File: src/rtl/stream_mux_n_pkg.sv
// Shared definitions for the N-way stream multiplexer.
// State encoding and an elaboration-time log2 helper.
package stream_mux_n_pkg;

    typedef enum logic {
        ST_IDLE   = 1'b0,
        ST_LOCKED = 1'b1
    } state_e;

    function automatic int clog2(input int n);
        int r;
        r = 0;
        for (int k = 0; k < 32; k++) begin
            if ((1 << r) < n) r = r + 1;
        end
        return r;
    endfunction

endpackage

File: src/rtl/stream_mux_n_rr_pick.sv
// Rotating priority finder: first set request after ptr_i,
// wrapping modulo N.
module stream_mux_n_rr_pick
    import stream_mux_n_pkg::*;
#(
    parameter int N    = 6,
    parameter int SELW = 3
) (
    input  logic [N-1:0]    req_i,
    input  logic [SELW-1:0] ptr_i,
    output logic            found_o,
    output logic [SELW-1:0] idx_o
);

    // Walk backwards so the nearest channel after ptr_i wins.
    always_comb begin
        found_o = 1'b0;
        idx_o   = '0;
        for (int k = N; k >= 1; k--) begin
            if (req_i[(int'(ptr_i) + k) % N]) begin
                found_o = 1'b1;
                idx_o   = SELW'((int'(ptr_i) + k) % N);
            end
        end
    end

endmodule

File: src/rtl/stream_mux_n.sv
// N-way valid/ready stream multiplexer with packet locking,
// fixed or round-robin selection and a registered output.
module stream_mux_n
    import stream_mux_n_pkg::*;
#(
    parameter int WIDTH      = 8,
    parameter int NUM_INPUTS = 6,
    parameter int SELW       = 3
) (
    input  logic                        clk,
    input  logic                        rst,
    input  logic                        mode,
    input  logic [SELW-1:0]             sel,
    input  logic [NUM_INPUTS*WIDTH-1:0] in_data,
    input  logic [NUM_INPUTS-1:0]       in_valid,
    input  logic [NUM_INPUTS-1:0]       in_last,
    output logic [NUM_INPUTS-1:0]       in_ready,
    output logic [WIDTH-1:0]            out_data,
    output logic                        out_valid,
    output logic                        out_last,
    input  logic                        out_ready,
    output logic [SELW-1:0]             grant
);

    if (clog2(NUM_INPUTS) > SELW || NUM_INPUTS < 2) begin : g_bad_params
        $error("stream_mux_n: SELW too small or NUM_INPUTS < 2");
    end

    state_e            state_q, state_d;
    logic [SELW-1:0]   lock_q, lock_d;
    logic [SELW-1:0]   rr_q, rr_d;
    logic [WIDTH-1:0]  data_q, data_d;
    logic              valid_q, valid_d;
    logic              last_q, last_d;
    logic [SELW-1:0]   grant_q, grant_d;

    logic              load_en;
    logic              rr_found;
    logic [SELW-1:0]   rr_idx;
    logic [SELW-1:0]   sel_fix;
    logic [SELW-1:0]   ch;
    logic              cand;
    logic              xfer;

    stream_mux_n_rr_pick #(
        .N    (NUM_INPUTS),
        .SELW (SELW)
    ) u_rr_pick (
        .req_i   (in_valid),
        .ptr_i   (rr_q),
        .found_o (rr_found),
        .idx_o   (rr_idx)
    );

    assign load_en = !valid_q || out_ready;
    assign sel_fix = (int'(sel) >= NUM_INPUTS)
                   ? SELW'(NUM_INPUTS - 1) : sel;

    always_comb begin
        ch   = '0;
        cand = 1'b0;
        if (state_q == ST_LOCKED) begin
            ch   = lock_q;
            cand = in_valid[lock_q];
        end else if (mode) begin
            ch   = rr_idx;
            cand = rr_found;
        end else begin
            ch   = sel_fix;
            cand = 1'b1;
        end
    end

    assign in_ready = (load_en && cand)
                    ? (NUM_INPUTS'(1) << ch) : '0;
    assign xfer     = load_en && cand && in_valid[ch];

    always_comb begin
        state_d = state_q;
        lock_d  = lock_q;
        rr_d    = rr_q;
        data_d  = data_q;
        valid_d = valid_q;
        last_d  = last_q;
        grant_d = grant_q;
        if (load_en) begin
            valid_d = xfer;
            if (xfer) begin
                data_d  = in_data[int'(ch)*WIDTH +: WIDTH];
                last_d  = in_last[ch];
                grant_d = ch;
            end
        end
        // A last beat always frees the output and advances fairness.
        if (xfer) begin
            if (in_last[ch]) begin
                state_d = ST_IDLE;
                rr_d    = ch;
            end else if (state_q == ST_IDLE) begin
                state_d = ST_LOCKED;
                lock_d  = ch;
            end
        end
    end

    always_ff @(posedge clk) begin
        if (rst) begin
            state_q <= ST_IDLE;
            lock_q  <= '0;
            rr_q    <= SELW'(NUM_INPUTS - 1);
            data_q  <= '0;
            valid_q <= 1'b0;
            last_q  <= 1'b0;
            grant_q <= '0;
        end else begin
            state_q <= state_d;
            lock_q  <= lock_d;
            rr_q    <= rr_d;
            data_q  <= data_d;
            valid_q <= valid_d;
            last_q  <= last_d;
            grant_q <= grant_d;
        end
    end

    assign out_data  = data_q;
    assign out_valid = valid_q;
    assign out_last  = last_q;
    assign grant     = grant_q;

endmodule
File: config.mk
export PLATFORM = sky130hd
export DESIGN_NAME = stream_mux_n
export DESIGN_NICKNAME = d
export VERILOG_FILES = /design/src/rtl/stream_mux_n_pkg.sv /design/src/rtl/stream_mux_n_rr_pick.sv /design/src/rtl/stream_mux_n.sv
export SDC_FILE = /design/constraint.sdc
export NUM_CORES = 1
export LEC_CHECK = 0
export BUFFER_PORTS_ARGS = -buffer_cell sky130_fd_sc_hd__buf_2
export CORE_MARGIN = 2
export CORE_UTILIZATION = 35
export DETAILED_ROUTE_END_ITERATION = 12
export PLACE_DENSITY_LB_ADDON = 0.08
export SYNTH_ARGS = -nofsm -noshare
export SYNTH_HDL_FRONTEND = slang
export SYNTH_SLANG_ARGS = --single-unit
export TNS_END_PERCENT = 50
File: constraint.sdc
create_clock -name clk -period 7.9 [get_ports clk]
set_clock_uncertainty 0.15 [all_clocks]
set_input_delay 1.975 -clock clk [delete_from_list [all_inputs] [get_ports clk]]
set_output_delay 1.975 -clock clk [all_outputs]
set_load 0.02 [all_outputs]
==> summary.md <==
| Metric | Value |
|---|---|
| Synth unique cells | `between 60 and 70` |
| Final Net Count | `about 490` |
| Setup_tns | `0 ns` |
| Fillers | `between 700 and 800` |
| Final worst slack | `around 0.94 ns` |
| GRT Total Usage | `a little under 20%` |
| Root Driver | `clkbuf_8` |
| Area Growth Syn to Fin | `19.79%` |
| Dpl hpwl | `~6600 um` |
| Slew Viols, Final | `0` |
| XOR/XNOR Fraction of Synth Area | `~1.6%` |
| Worst-path cell chain | `inv_1 > ha_1 > a21o_1 > ha_1 > or4b_4 > and3_4 > o2111ai_2 > nand3_2 > a211oi_1 > o311a_1 > nand2_1 > or3_1 > nor2_1 > buf_2` |
| Routed len/inst | `roughly 16 um` |
| Largest net degree at the start of global routing | `28` |
| Most common cell on crit path | `ha_1` |
| Clock share of power | `7.4%` |
| Final Hold Viols | `0` |
| Critical Path Sink Type | `primary output` |
| Fraction of registers with async set/reset | `0%` |
| Max FO, Critical Path | `15` |
| DRC | `0` |
| Min cycle time layout | `6.958 ns` |
| Via/cell ratio | `5.629` |
| Multi-input combinational cell area | `2097 um2` |
| Synthesized netlist cell count | `roughly 330` |
| Worst Tran Pin Value | `around 0.73 ns` |
| Post-synthesis area per instance | `8.070 um2` |
| Synth Area in Compound Gates | `a little under a third` |
| Core area | `roughly 7300 um2` |
| Max_cap viols | `0` |
| Slew margin rel. | `roughly 51%` |
| Layout cells sized above 1 | `31.60%` |
| PD cells | `342.4 nW/um2` |
| Die Ht | `roughly 91 um` |
| Crit Path Category | `flop to primary output` |
| Routed Antenna Nets | `0` |
| Clock slew at reported path FFs | `0.08 ns` |
| Mapped cell area | `roughly 2700 um2` |
| Peak VDD IR | `between 0.1 and 0.15 mV` |
| Cell Area, Placed | `roughly 3100 um2` |
| Drt total wl | `8281 um` |
| Switch Pwr | `just under 600 uW` |
| First-pass GRT wire length | `about 13000 um` |
| DR vias | `2837` |
| Fmax | `about 140 MHz` |
| Final period utilization | `between 80 and 90%` |
| Num rows | `31` |
| GPL Wtd Cong | `approximately 0.90` |
| H-Tree Depth | `1` |
| Sequential element share of the synthesized area | `15.08%` |
| Drt first pass iters | `4` |
| Placed insts | `500` |
| Status | `finished clean` |
| Vias in the first global route | `roughly 2700` |
| Leakage | `about 0.0014 uW` |
| Setup WS pre-CTS | `between 1 and 1.5 ns` |
| Worst skew pair latency | `0.26 ns` |
| Setup crit start kind | `flop` |
| Commonest non-fill, non-tap cell in the layout | `buf_2` |
| Commonest cells after routing, fill and taps aside | `buf_2 (85), mux2i_1 (35), nor2_1 (34)` |
| CTS tree | `done` |
| Adder-Cell Fraction of Synth Area | `approximately 6.6%` |
| Antenna cells | `0` |
| Comb pwr share | `roughly 78%` |
| Syn_nets | `410` |
| Top FF cell, synth | `dfxtp_1` |
| CTS buffer count | `3` |
| DIE AREA | `8298 um2` |
| Crit path DAT | `~4.8 ns` |
| Reg power frac | `14.7%` |
| Clock Sinks | `20` |
| Final setup fails | `0` |
| Crit path max-delay family | `simple AND/OR/NAND/NOR gates` |
| FF+latch count, synth | `20` |
| Mux share of post-synthesis cell area | `~17%` |
| HP Class | `flop to flop` |
| Chip width | `just over 90 um` |
| Cts-stage hold buffer count | `0` |
| Max incr delay on CP | `just over 0.7 ns` |
| Deepest clock path buffer count | `2` |
| Initial antenna violation count | `0` |
| WP data required | `5.78 ns` |
| Warnings from Yosys | `0` |
| Main combinational cell family by area after synthesis | `compound AO/OA/AOI/OAI gates` |
| Post-synthesis simple-gate area fraction | `approximately a quarter` |
| Initial Util | `36.41%` |
| EDFF count, synth | `0` |
| Worst Path Buf+Inv | `2` |
| I/O Buffers | `85` |
| Register Area | `between 400 and 500 um2` |
| Internal Power | `503.3 uW` |
| Sw Ratio | `53.78%` |
| Layout Cells excl Fill | `504` |
| Final Cell Area | `~3200 um2` |
| Highest-delay cell along the critical path | `dfxtp_1` |
| Total power | `between 1000 and 1500 uW` |
| Gr ovfl total | `0` |
| Post-cts resize count | `0` |
| Setup Fix Bufs, Post-CTS | `0` |
| IO Pins | `between 80 and 90` |
| DR iter-0 viols | `roughly 180` |
| RSZ-0062 raised after global routing | `no` |
[cell families after synthesis]
group	Yosys count
fa+ha+maj	14
buf+inv	31
mux	41
simple gates	119
compound gates	101
flops	20
xor+xnor	3
[path summary, 6_finish.rpt]
| kind | startpoint | end | slack [ns] | depth (start not counted) |
|---|---|---|---|---|
| setup / recovery | rr_q[2] | in_ready[0] | 0.94 | 14 |
| hold / removal | out_data[6] | out_data[6] | 0.35 | 2 |
| setup reg to reg | rr_q[2] | lock_q[1] | 2.37 | 15 |
| hold reg to reg | out_data[6] | out_data[6] | 0.35 | 2 |
[per-stage QoR]
| stage | utilization [%] | hold slack [ns] |
|---|---|---|
| 5_1_grt | 43.62 | 0.3643 |
| 4_1_cts | 43.62 | 0.3505 |
| 3_3_place_gp | 42.86 | 0.3311 |
| 2_1_floorplan | - | 0.3239 |
| 3_5_place_dp | 42.86 | 0.3359 |
| 6_report | 43.62 | 0.3499 |
[registers in the layout, indices dropped and copies added, names as in the netlist]
| name | flops |
|---|---|
| grant | 3 |
| lock_q | 3 |
| out_data | 8 |
| out_last | 1 |
| out_valid | 1 |
| rr_q | 3 |
| state_q | 1 |
[area by class of cell]
type,instances,share of cell area [%]
inverters,15,1.770
clock buffers,4,1.731
well taps,99,3.895
repair buffers,88,14.08
multi-input cells,278,65.93
flip-flops and latches,20,12.59
[cells in the mapped netlist, types with 6 or more instances]
cell type / count / share of area, %
dfxtp_1: 20 / 15
nor3_2: 8 / 3.0
nor2_1: 34 / 4.8
nand2b_1: 7 / 1.6
o21ai_0: 12 / 2.3
nand2_1: 18 / 2.5
nor3_1: 9 / 1.7
a21oi_1: 13 / 2.5
inv_1: 15 / 2.1
nand3_1: 13 / 2.5
buf_2: 6 / 1.1
mux2i_1: 35 / 13
a211o_1: 6 / 2.0
o22ai_1: 8 / 1.9
ha_1: 14 / 6.6
[routing by layer]
layer / up-vias / part of all wire, % / global-route usage (%)
met5: - / 0 / 0
met4: 0 / 2.3 / 4.040
met3: 14 / 4.4 / 3.071
met2: 77 / 46 / 31.85
met1: 1332 / 47 / 26.72
li1: 1414 / - / -
[worst min-delay path, cell delays in order, from the launching register on]
cell     delay, ns
dfxtp_1       0.31
nor2_1        0.09
nor3_1        0.05
[power by group through the flow]
stage	combinational, uW	clock (uW)	sequential [uW]
2_1_floorplan	655	0	176
3_5_place_dp	846	0	162
3_3_place_gp	851	0	162
6_report	848	81.0	160
5_1_grt	924	86.5	165
4_1_cts	850	83.5	160
No activity file was read; power rests on OpenSTA's default activity.
